### src/rtl/lap_controller.sv
// Lap-time controller between the stopwatch counter and the display chain.
// Captures laps into a small memory, freezes them on display and lets the user browse them while paused.
module lap_controller #(
    parameter int DEPTH       = 8,
    parameter int HOLD_CYCLES = 100_000_000
) (
    input  logic       clock,
    input  logic       reset,
    input  logic       lap,
    input  logic       clear,
    input  logic       run,
    input  logic [5:0] hour,
    input  logic [5:0] minute,
    input  logic [5:0] second,
    input  logic [6:0] m_sec,
    output logic [5:0] disp_hour,
    output logic [5:0] disp_minute,
    output logic [5:0] disp_second,
    output logic [6:0] disp_m_sec,
    output logic       showing_lap,
    output logic [3:0] lap_number,
    output logic [3:0] lap_count,
    output logic       full
);

    localparam int IDX_W  = (DEPTH > 1) ? $clog2(DEPTH) : 1;
    localparam int HOLD_W = $clog2(HOLD_CYCLES);
    localparam logic [3:0]        DEPTH_L   = 4'(DEPTH);
    localparam logic [HOLD_W-1:0] HOLD_LOAD = HOLD_W'(HOLD_CYCLES - 1);

    typedef enum logic [1:0] {
        LIVE,
        HOLD,
        RECALL
    } state_t;

    state_t            state_reg;
    logic              lap_q_reg;
    logic              clear_q_reg;
    logic [3:0]        lap_count_reg;
    logic [3:0]        rd_idx_reg;
    logic [HOLD_W-1:0] hold_cnt_reg;
    logic [24:0]       snap_reg;
    logic [24:0]       disp_reg;
    logic              showing_reg;
    logic [3:0]        lap_number_reg;

    logic [24:0] mem [0:DEPTH-1];

    logic [24:0] live_time;
    logic        lap_rise;
    logic        clear_rise;
    logic        is_full;
    logic        capture;

    assign live_time  = {hour, minute, second, m_sec};
    assign lap_rise   = lap & ~lap_q_reg;
    assign clear_rise = clear & ~clear_q_reg;
    assign is_full    = (lap_count_reg == DEPTH_L);

    // A capture is possible from LIVE or HOLD; clear wins over a simultaneous lap press.
    assign capture = lap_rise & run & ~is_full & ~clear_rise & (state_reg != RECALL);

    // Lap memory: plain write port, no reset so it maps onto RAM.
    always_ff @(posedge clock) begin
        if (capture) begin
            mem[lap_count_reg[IDX_W-1:0]] <= live_time;
        end
    end

    always_ff @(posedge clock or posedge reset) begin
        if (reset) begin
            state_reg      <= LIVE;
            lap_q_reg      <= 1'b0;
            clear_q_reg    <= 1'b0;
            lap_count_reg  <= '0;
            rd_idx_reg     <= '0;
            hold_cnt_reg   <= '0;
            snap_reg       <= '0;
            disp_reg       <= '0;
            showing_reg    <= 1'b0;
            lap_number_reg <= '0;
        end else begin
            lap_q_reg   <= lap;
            clear_q_reg <= clear;

            // Display source follows the state held before this edge.
            case (state_reg)
                HOLD: begin
                    disp_reg       <= snap_reg;
                    showing_reg    <= 1'b1;
                    lap_number_reg <= lap_count_reg;
                end
                RECALL: begin
                    disp_reg       <= mem[rd_idx_reg[IDX_W-1:0]];
                    showing_reg    <= 1'b1;
                    lap_number_reg <= rd_idx_reg + 4'd1;
                end
                default: begin
                    disp_reg       <= live_time;
                    showing_reg    <= 1'b0;
                    lap_number_reg <= '0;
                end
            endcase

            if (clear_rise) begin
                lap_count_reg <= '0;
                state_reg     <= LIVE;
            end else begin
                case (state_reg)
                    LIVE: begin
                        if (capture) begin
                            snap_reg      <= live_time;
                            lap_count_reg <= lap_count_reg + 4'd1;
                            hold_cnt_reg  <= HOLD_LOAD;
                            state_reg     <= HOLD;
                        end else if (lap_rise && !run && lap_count_reg != 4'd0) begin
                            rd_idx_reg <= '0;
                            state_reg  <= RECALL;
                        end
                    end
                    HOLD: begin
                        if (capture) begin
                            snap_reg      <= live_time;
                            lap_count_reg <= lap_count_reg + 4'd1;
                            hold_cnt_reg  <= HOLD_LOAD;
                        end else if (hold_cnt_reg == '0) begin
                            state_reg <= LIVE;
                        end else begin
                            hold_cnt_reg <= hold_cnt_reg - 1'b1;
                        end
                    end
                    RECALL: begin
                        // Restarting the stopwatch abandons browsing immediately.
                        if (run) begin
                            state_reg <= LIVE;
                        end else if (lap_rise) begin
                            if (rd_idx_reg == lap_count_reg - 4'd1) begin
                                state_reg <= LIVE;
                            end else begin
                                rd_idx_reg <= rd_idx_reg + 4'd1;
                            end
                        end
                    end
                    default: begin
                        state_reg <= LIVE;
                    end
                endcase
            end
        end
    end

    assign {disp_hour, disp_minute, disp_second, disp_m_sec} = disp_reg;
    assign showing_lap = showing_reg;
    assign lap_number  = lap_number_reg;
    assign lap_count   = lap_count_reg;
    assign full        = is_full;

endmodule

### config.mk
export PLATFORM = sky130hd
export DESIGN_NAME = lap_controller
export DESIGN_NICKNAME = d
export VERILOG_FILES = /design/src/rtl/lap_controller.sv
export SDC_FILE = /design/constraint.sdc
export NUM_CORES = 1
export LEC_CHECK = 0
export ABC_CLOCK_PERIOD_IN_PS = 4850
export BUFFER_PORTS_ARGS = -buffer_cell sky130_fd_sc_hd__buf_4
export CORE_ASPECT_RATIO = 0.9
export CORE_UTILIZATION = 35
export DETAILED_ROUTE_END_ITERATION = 7
export GPL_ROUTABILITY_DRIVEN = 1
export RECOVER_POWER = 50
export SYNTH_ARGS = -nofsm -noshare
export SYNTH_HDL_FRONTEND = slang
export SYNTH_SLANG_ARGS = --single-unit
### constraint.sdc
create_clock -name clock -period 4.85 [get_ports clock]
set_input_delay 0.7275 -clock clock [delete_from_list [all_inputs] [get_ports clock]]
set_output_delay 0.7275 -clock clock [all_outputs]
set_load 0.005 [all_outputs]
Word level (Yosys, flattened, before mapping)

Memory sizes are Yosys's and may differ from the RTL's.
Cells that the tools add are included.

Multiplexer cells: 27
Equal/unequal tests: 17
Bitwise logic cells: 10
Reduce and logical (&&, ||, !) cells: 17
Add/subtract/negate cells: 4

Operator list:

| cell                    | number |
|---|---|
| $mux W27                | 3 |
| $pmux W27 S2            | 1 |
| $pmux W25 S2            | 1 |
| $mux W4                 | 8 |
| $logic_not A27 Y1       | 1 |
| $sub A27 B1 Y27 const B | 1 |
| $mux W2                 | 8 |
| $pmux W4 S2             | 2 |
| $ne A2 B2 Y1 const B    | 7 |
| $ne A4 B4 Y1 const B    | 3 |
| $ne A3 B3 Y1 const B    | 3 |
| $add A4 B1 Y4 const B   | 2 |
| $reduce_bool A2 Y1      | 4 |
| $reduce_and A7 Y1       | 1 |
| $and A1 B1 Y1           | 6 |
| $pmux W2 S3             | 1 |
| $reduce_and A5 Y1       | 1 |
| $eq A4 B4 Y1            | 1 |
| $eq A4 B4 Y1 const B    | 1 |
| $not A1 Y1              | 4 |
| $reduce_and A4 Y1       | 1 |
| $reduce_bool A4 Y1      | 1 |
| $reduce_or A2 Y1        | 2 |
| $sub A4 B1 Y4 const B   | 1 |
| 8 further kinds         | 11 |

Register bits: 94
Memories: 1
Logic and storage cells: 86
Bits of input ports: 30
Bits in writable memories: 200

Memories:

| name | words | width | rd ports | clocked after memory_dff | write ports | RTL line | text |
|---|---|---|---|---|---|---|---|
| mem  | 8     | 25    | 1        | 0                        | 1           | 48       | `logic [24:0] mem [0:DEPTH-1];` |

Logic depth before layout (Yosys ltp)

Gate-level depths: netlist (run 1).

Depth after elaboration: 9
Depth in mapped cells: 11
Mapped depth without buffers: 7

Worst setup path after synthesis (run 1)

No wires, ideal clock.

Path kind: flip-flop to flip-flop
Start point: register lap_count_reg[0], in the netlist lap_count[0]
End point: memory mem[2][0], enable pin
Path buffers: 3
Required time: 4.380 ns
Cell stages (with the launch flop): 9
Arrival time: 4.275 ns
Path slack: 0.105 ns
Library setup time: 0.470 ns
Cell sequence: dfrtp_1 > clkbuf_1 > inv_1 > ha_1 > and3b_1 > clkbuf_1 > or2_2 > clkbuf_1 > nor4_1

Longest elaborated chain between the ends: 7

RTL lines:

| what                          | RTL line | text |
|---|---|---|
| from (decl)                   | 40       | `logic [3:0] lap_count_reg;` |
| from (signal assigned)        | 114      | `lap_count_reg <= lap_count_reg + 4'd1;` |
| from (signal assigned)        | 125      | `lap_count_reg <= lap_count_reg + 4'd1;` |
| $eq A4 B4 Y1                  | 59       | `assign is_full = (lap_count_reg == DEPTH_L);` |
| net full                      | 23       | `output logic full` |
| $not A1 Y1                    | 62       | `assign capture = lap_rise & run & ~is_full & ~clear_rise & (state_reg != RECALL);` |
| $and A1 B1 Y1 (3 in a row)    | 62       |  |
| $mux W1                       | 66       | `if (capture) begin` |
| $mux W1 (implied by the code) | 67       | `mem[lap_count_reg[IDX_W-1:0]] <= live_time;` |
| to (decl)                     | 48       |  |

The timed path passes the listed nets, and every way through them passes these cells.

==> metrics.txt, run 1 <==
outcome finished with violations; failing checks max-capacitance violations, max-slew violations; cell taking the most area after synthesis edfxtp_1; post-synthesis register bit count 294; ys async rst share about a third; Multi-input gate area 3590 µm²; TritonCTS clock tree yes; Mapped Area 12100 µm²; largest net degree at the start of global routing 57; vias in the first global route roughly 7200; Setup-failing EPs final 0; WHS Path Cells 1; Top FF cell, synth edfxtp_1; layout cells sized above 1 19.0%; GRT Overall Usage ~15%; Rows between 60 and 70; YS warnings 0; initial antenna violation count 0; post-layout net count ~950; Worst VDD drop ~0.24 mV; R2R depth 7; sequential element share of the synthesized area approximately 69%; Netlist cell types 55; Reg area ~8400 µm²; crit path cell chain clkbuf_4, clkinvlp_2, clkbuf_2; R2R Setup Slk roughly 1.9 ns; RR Startpoint lap_count[0]; slowest CP cell clkinvlp_2; Clock Skews 0.0122 ns; initial cell density of the core roughly 36%; port bufs between 60 and 70; Worst-Margin Slew between 2 and 3 ns; min-delay src clear; clk root buf clkbuf_16; via/cell ratio 5.07; Total Wirelength roughly 26000 µm; Achievable Freq approximately 330 MHz; worst min path class input port to flip-flop; Fillers about 3100; CP Launch Type input port; Final Max Tran Viols 57; Clock Path Buffers 3; area of the die ~35000 µm²; number of synthesized flops with an enable pin 200; Setup Buffers After CTS 0; antenna cells 0; Slew HR -84.7%; DRT antenna net count 0; DRT Pass-1 Iters 5; Pwr Density approximately 530 nW/µm²; GP Congestion 0.779; Avg WL per Cell 18.8 µm; Vias slightly above 7000; final setup TNS 0 ns; maxcap violations 1; clk_lat worst skew 0.56 ns; Chip Width 198 µm; H-tree levels 1; Worst-path clk slew roughly 0.060 ns; CP Buf/Inv Count 3; Area contributors post-synth edfxtp_1, dfrtp_1, mux4_2; cells after synthesis roughly 850; Die Y around 180 µm; hpwl dp roughly 15000 µm; CP peak stage delay around 1.5 ns; Leakage just over 5 nW; DRT iter0 DRCs around 570; Top-Level Pins 65; placed insts ~1300; CP Max Fanout between 50 and 60; # clock sinks just under 300; max reg flops 200; first-pass GRT wire length approximately 42000 µm; post-CTS sizing 0; share of the synthesized area in the top cell type 49.5%; Setup crit end kind asynchronous set/reset pin; critical path arrival 3.47 ns; worst r2r dst hold_cnt_reg[25]; global route overflow 0; hold buffer count at CTS 0; Crit Path Class input port to asynchronous set/reset pin; RSZ-0062 raised after global routing no; Crit path max-delay family buffers and inverters; Syn-to-layout area delta 16.3%; residual DRC count 0; part of the cycle the worst path needs 63.3%; min Tclk post-route ~3.1 ns; syn_nets about 900; post-route insts no fill approximately 1400; hold endpoint clear_q_reg; Final Hold Fails 0; syn_area_per_cell roughly 14 µm²; Num CTS Buffers 29; critical path required time roughly 5.3 ns; core region area between 30000 and 40000 µm²
## cells in the final DEF (no fill, tap or decap), types with 27 or more instances in the layout
master / synthesis / layout
edfxtp_1: 200 / 200
nand2_1: 174 / 174
dfrtp_1: 94 / 92
mux4_2: 50 / 50
nor2_1: 46 / 43
buf_4: 1 / 41
a21oi_1: 37 / 37
clkbuf_1: 31 / 31
clkbuf_16: 0 / 29
a22oi_1: 27 / 27
## stage by stage
step / power (W) / utilization (%) / worst slack, ns / hold WS [ns] / instance area [µm²]
6_report: 0.00755 / 41.5 / 1.78 / 0.329 / 14100
3_5_place_dp: 0.00527 / 38.8 / 1.92 / 0.463 / 13200
2_1_floorplan: 0.00460 / - / 0.105 / 0.447 / 12100
5_1_grt: 0.00798 / 41.5 / 1.13 / 0.319 / 14100
3_3_place_gp: 0.00525 / 38.8 / 1.98 / 0.458 / 13200
4_1_cts: 0.00765 / 41.8 / 1.91 / 0.284 / 14200
## how the worst max path moves through the flow
stage,from,endpoint,slack (ns),cells past startpoint
6_report,reset,rd_idx_reg[0],1.78,3
3_3_place_gp,lap_count[0],hold_cnt_reg[25],1.98,7
4_1_cts,state_reg[1],hold_cnt_reg[22],1.91,7
2_1_floorplan,lap_count[0],mem[2][0],0.10,8
3_5_place_dp,lap_count[0],hold_cnt_reg[25],1.92,7
5_1_grt,reset,rd_idx_reg[0],1.13,3
## cells in the mapped netlist (2+ instances only)
cell,count
a21boi_0,2
a21oi_1,37
a22oi_1,27
a311oi_1,2
and3_1,2
and3b_1,2
buf_1,9
buf_2,8
clkbuf_1,31
dfrtp_1,94
edfxtp_1,200
ha_1,7
inv_1,10
mux2_2,3
mux2i_1,8
mux4_2,50
nand2_1,174
nand2b_1,5
nand3_1,12
nand4_1,2
nand4b_1,2
nor2_1,46
nor2b_1,8
nor3_1,16
nor4_1,9
o211ai_1,2
o21ai_0,5
o31ai_1,14
or2_2,6
or3_1,6
or4_1,15
xnor2_1,7
xor2_1,6
## kinds of logic after synthesis
| group | Yosys count | share of synthesized area (%) |
|---|---|---|
| AO/OA/AOI/OAI | 102 | 5.58 |
| XOR/XNOR | 13 | 0.938 |
| adder cells (fa/ha/maj) | 7 | 0.721 |
| buffers and inverters | 60 | 1.97 |
| flip-flops | 294 | 68.8 |
| multiplexers | 62 | 10.3 |
| AND/OR/NAND/NOR | 311 | 11.7 |
## cell type report
cell class                      count  area share [%]
Multi-Input combinational cell    495            25.4
Sequential cell                   294            59.2
Clock buffer                       36            5.54
Timing Repair Buffer               85            3.78
Tap cell                          462            4.09
Inverter                           11           0.301
Clock inverter                     18            1.67
## power breakdown
group | leakage [nW] | internal (W) | switching, W
clock network | 0.493 | 0.00142 | 0.000953
logic | 1.63 | 0.000879 | 0.000981
registers | 2.92 | 0.00300 | 0.000320
total | 5.05 | 0.00530 | 0.00225
## per-layer routing
layer  up-vias  track usage, %  routed length [µm]  share of wire (%)
met5         -               0                   0                  0
met4         0            3.88                 416                1.6
met3        39            2.78                1490                5.7
met2       181            25.4               12700                 48
met1      3572            20.9               11700                 44
li1       3310               -                   -                  -
(Power assumes the default switching activity.)
==> run 2: changes to the inputs <==
--- a/config.mk
+++ b/config.mk
@@ -5,7 +5,8 @@
 export SDC_FILE = /design/constraint.sdc
 export NUM_CORES = 1
 export LEC_CHECK = 0
-export ABC_CLOCK_PERIOD_IN_PS = 4850
+export ABC_AREA = 1
+export ABC_CLOCK_PERIOD_IN_PS = 3200
 export BUFFER_PORTS_ARGS = -buffer_cell sky130_fd_sc_hd__buf_4
 export CORE_ASPECT_RATIO = 0.9
 export CORE_UTILIZATION = 35
==> constraint.sdc (replaced) <==
create_clock -name clock -period 3.2 [get_ports clock]
set_input_delay 0.48 -clock clock [delete_from_list [all_inputs] [get_ports clock]]
set_output_delay 0.48 -clock clock [all_outputs]
set_load 0.005 [all_outputs]
==> run 2 against run 1 <==
Largest power group unchanged. Sequential share of layout area shrank 2.5 points. Highest routed layer is now met5. The flow now finishes without violations. Flip-flop and latch count unchanged. Cell count is 26% higher.
==> metrics.txt, run 2 <==
outcome finished, final reports clean; Worst VDD drop 0.434 mV (+78%); Final Hold Fails 0 (unchanged); number of synthesized flops with an enable pin 200 (unchanged); hold_ws 0.0451 ns (-0.284 ns); GRT Overall Usage 16.2% (+0.82 points); crit path cell chain inv_1, ha_1, nand3_4, nand4_4, inv_2, nand2_1, nor2_2, buf_4; TritonCTS clock tree yes; core region area 35500 µm² (+4.2%); Netlist cell types 40 (-27%); initial cell density of the core 35.9% (+0.27 points); Leakage 5.57 nW (+10%); Top FF cell, synth edfxtp_1; Vias 8949 (+26%); worst min path class input port to flip-flop; sequential element share of the synthesized area 65.6% (-3.3 points); vias in the first global route 8605 (+19%); Clock Skews 0.0103 ns (-0.00185 ns); Crit path max-delay family buffers and inverters; critical path required time 3.43 ns (-1.82 ns); Total Wirelength 29700 µm (+13%); post-layout net count 1304 (+37%); CP peak stage delay 0.49 ns (-1.05 ns); CP Launch Type flip-flop; first-pass GRT wire length 47700 µm (+14%); DRT Pass-1 Iters 5 (unchanged); clk root buf clkbuf_16; port bufs 64 (unchanged); syn_area_per_cell 10.6 µm² (-26%); Slew HR 30.7% (+120 points); Setup-failing EPs final 0 (unchanged); simple-gate share of the synthesized area 15.8% (+4.2 points); max reg flops 200 (unchanged); slowest CP cell dfrtp_1; Achievable Freq around 350 MHz; Chip Width 203 µm (+2.4%); Worst-path clk slew 0.06 ns (about the same); RSZ-0062 raised after global routing no; Avg WL per Cell 16.9 µm (-10%); Num CTS Buffers 31 (+6.9%); Worst-Margin Slew 1.04 ns (-1.72 ns); post-CTS sizing 0 (unchanged); Rows 65 (+1.6%); RR Startpoint lap_count[0]; Mapped Area 12700 µm² (+5.0%); GP Congestion 0.854 (+9.7%); DRT iter0 DRCs 621 (+9.3%); DRT antenna net count 0 (unchanged); min Tclk post-route approximately 2.8 ns; complex-gate fraction of the synthesized area 12.8% (+7.2 points); xor/xnor share of the synthesized area 0.481% (-0.46 points); antenna cells 0 (unchanged); Levels on crit path 8 (+5); min-delay src lap; CP Max Fanout 25 (-55%); part of the cycle the worst path needs roughly nine tenths; CP Buf/Inv Count 3 (unchanged); crit path launch lap_count[0]; critical path arrival 3.07 ns (-0.40 ns); share of the synthesized area in the top cell type 47.1% (-2.3 points); final setup TNS 0 ns (unchanged); cell with the most instances after synthesis nor2_1; Die Y 183 µm (+2.4%); ys async rst share 32.0% (unchanged); hpwl dp 18400 µm (+19%); residual DRC count 0 (unchanged); area of the die 37200 µm² (+4.9%); Synth top cells by count nor2_1, edfxtp_1, nand2_1, o21ai_0, dfrtp_1; Pwr Density 799 nW/µm² (+49%); # clock sinks 294 (unchanged); post-synthesis register bit count 294 (unchanged); Crit Path Class flip-flop to flip-flop; syn_nets 1240 (+40%); Top-Level Pins 65 (unchanged); main combinational cell family by area after synthesis simple AND/OR/NAND/NOR gates; cells after synthesis 1203 (+42%); H-tree levels 1 (unchanged); maxcap violations 0 (-1); initial antenna violation count 1 (+1); commonest cells after routing, fill and taps aside nor2_1, edfxtp_1, nand2_1; via/cell ratio 5.08 (+0.25%); clk_lat worst skew 0.58 ns (+0.02 ns); R2R depth 8 (+1); post-synthesis adder-cell area fraction 0.687% (-0.034 points); Area contributors post-synth edfxtp_1, dfrtp_1, nor2_1; largest net degree at the start of global routing 67 (+18%); YS warnings 0 (unchanged); Syn-to-layout area delta 15.7%; Final Max Tran Viols 0 (-100%); global route overflow 0 (unchanged); mux cell area share after synthesis 0% (-10 points); WHS Path Cells 1 (unchanged); Clock Path Buffers 3 (unchanged); most common cell after layout, fill and taps aside nor2_1; Setup crit end kind flip-flop; layout cells sized above 1 12.5% (-6.4 points); cell taking the most area after synthesis edfxtp_1
==> run 2: cell types whose count changed after synthesis, moves of 11 or more <==
cell / change
inv_1: +60
mux4_2: -50
nand2_1: -11
nand3_1: +37
nand4_1: +19
nor2_1: +173
o211ai_1: +48
o21ai_0: +130
o21ai_1: +15
o21ai_2: +13
o31ai_1: -13
or4_1: -15
==> run 2: report_power, final <==
group / internal [W] / switching, W / leakage, nW
Clock: 0.00214 / 0.00151 / 0.508
Combinational: 0.00117 / 0.00210 / 2.11
Sequential: 0.00458 / 0.000291 / 2.95
Total: 0.00788 / 0.00390 / 5.57
==> run 2: layout make-up <==
type / count / area, µm²
Clock inverter: 15 / 178
Sequential cell: 294 / 8360
Timing Repair Buffer: 94 / 624
Clock buffer: 43 / 862
Fill cell: 3436 / 20700
Tap cell: 469 / 587
Inverter: 80 / 308
Multi-Input combinational cell: 766 / 3820
==> run 2: path summary, 6_finish.rpt <==
kind,endpoint,slack [ns]
max,mem[0][0],0.37
min,lap_q_reg,0.05
max reg2reg,mem[0][0],0.37
min reg2reg,snap_reg[19],0.49
max in group asynchronous,hold_cnt_reg[1],1.67
min in group asynchronous,disp_reg[20],0.08
==> run 2: timing repair <==
action | in CTS | in global routing
hold buffers | 1 | 0
buffers inserted | 0 | 0
endpoints found under the hold margin | 1 | 0
==> run 2: kinds of logic (layout without fill, tap and decap cells) <==
family,count (synthesis),in the layout
XOR/XNOR,7,7
AO/OA/AOI/OAI,275,275
buffers and inverters,143,232
flip-flops,294,294
AND/OR/NAND/NOR,477,477
adder cells (fa/ha/maj),7,7
==> run 2: layer usage <==
metal / wire length [µm] / part of all wire [%] / GRT usage [%]
met1: 13800 / 47 / 22.6
met2: 14100 / 48 / 26.3
met3: 1130 / 3.8 / 2.56
met4: 590 / 2.0 / 4.03
met5: 17 / 0.057 / 0
==> run 2: stage by stage <==
stage | instance area, µm² | std cells | total power (W) | worst slack, ns | utilization, %
after global routing | 14700 | 1761 | 0.0125 | 0.168 | 41.6
after global placement | 13800 | 1702 | 0.00820 | 0.518 | 38.9
final | 14700 | 1761 | 0.0118 | 0.368 | 41.6
after CTS | 14900 | 1761 | 0.0119 | 0.380 | 41.9
after detailed placement | 13800 | 1702 | 0.00826 | 0.396 | 38.9
after floorplan | 12700 | 1203 | 0.00718 | 0.214 | -
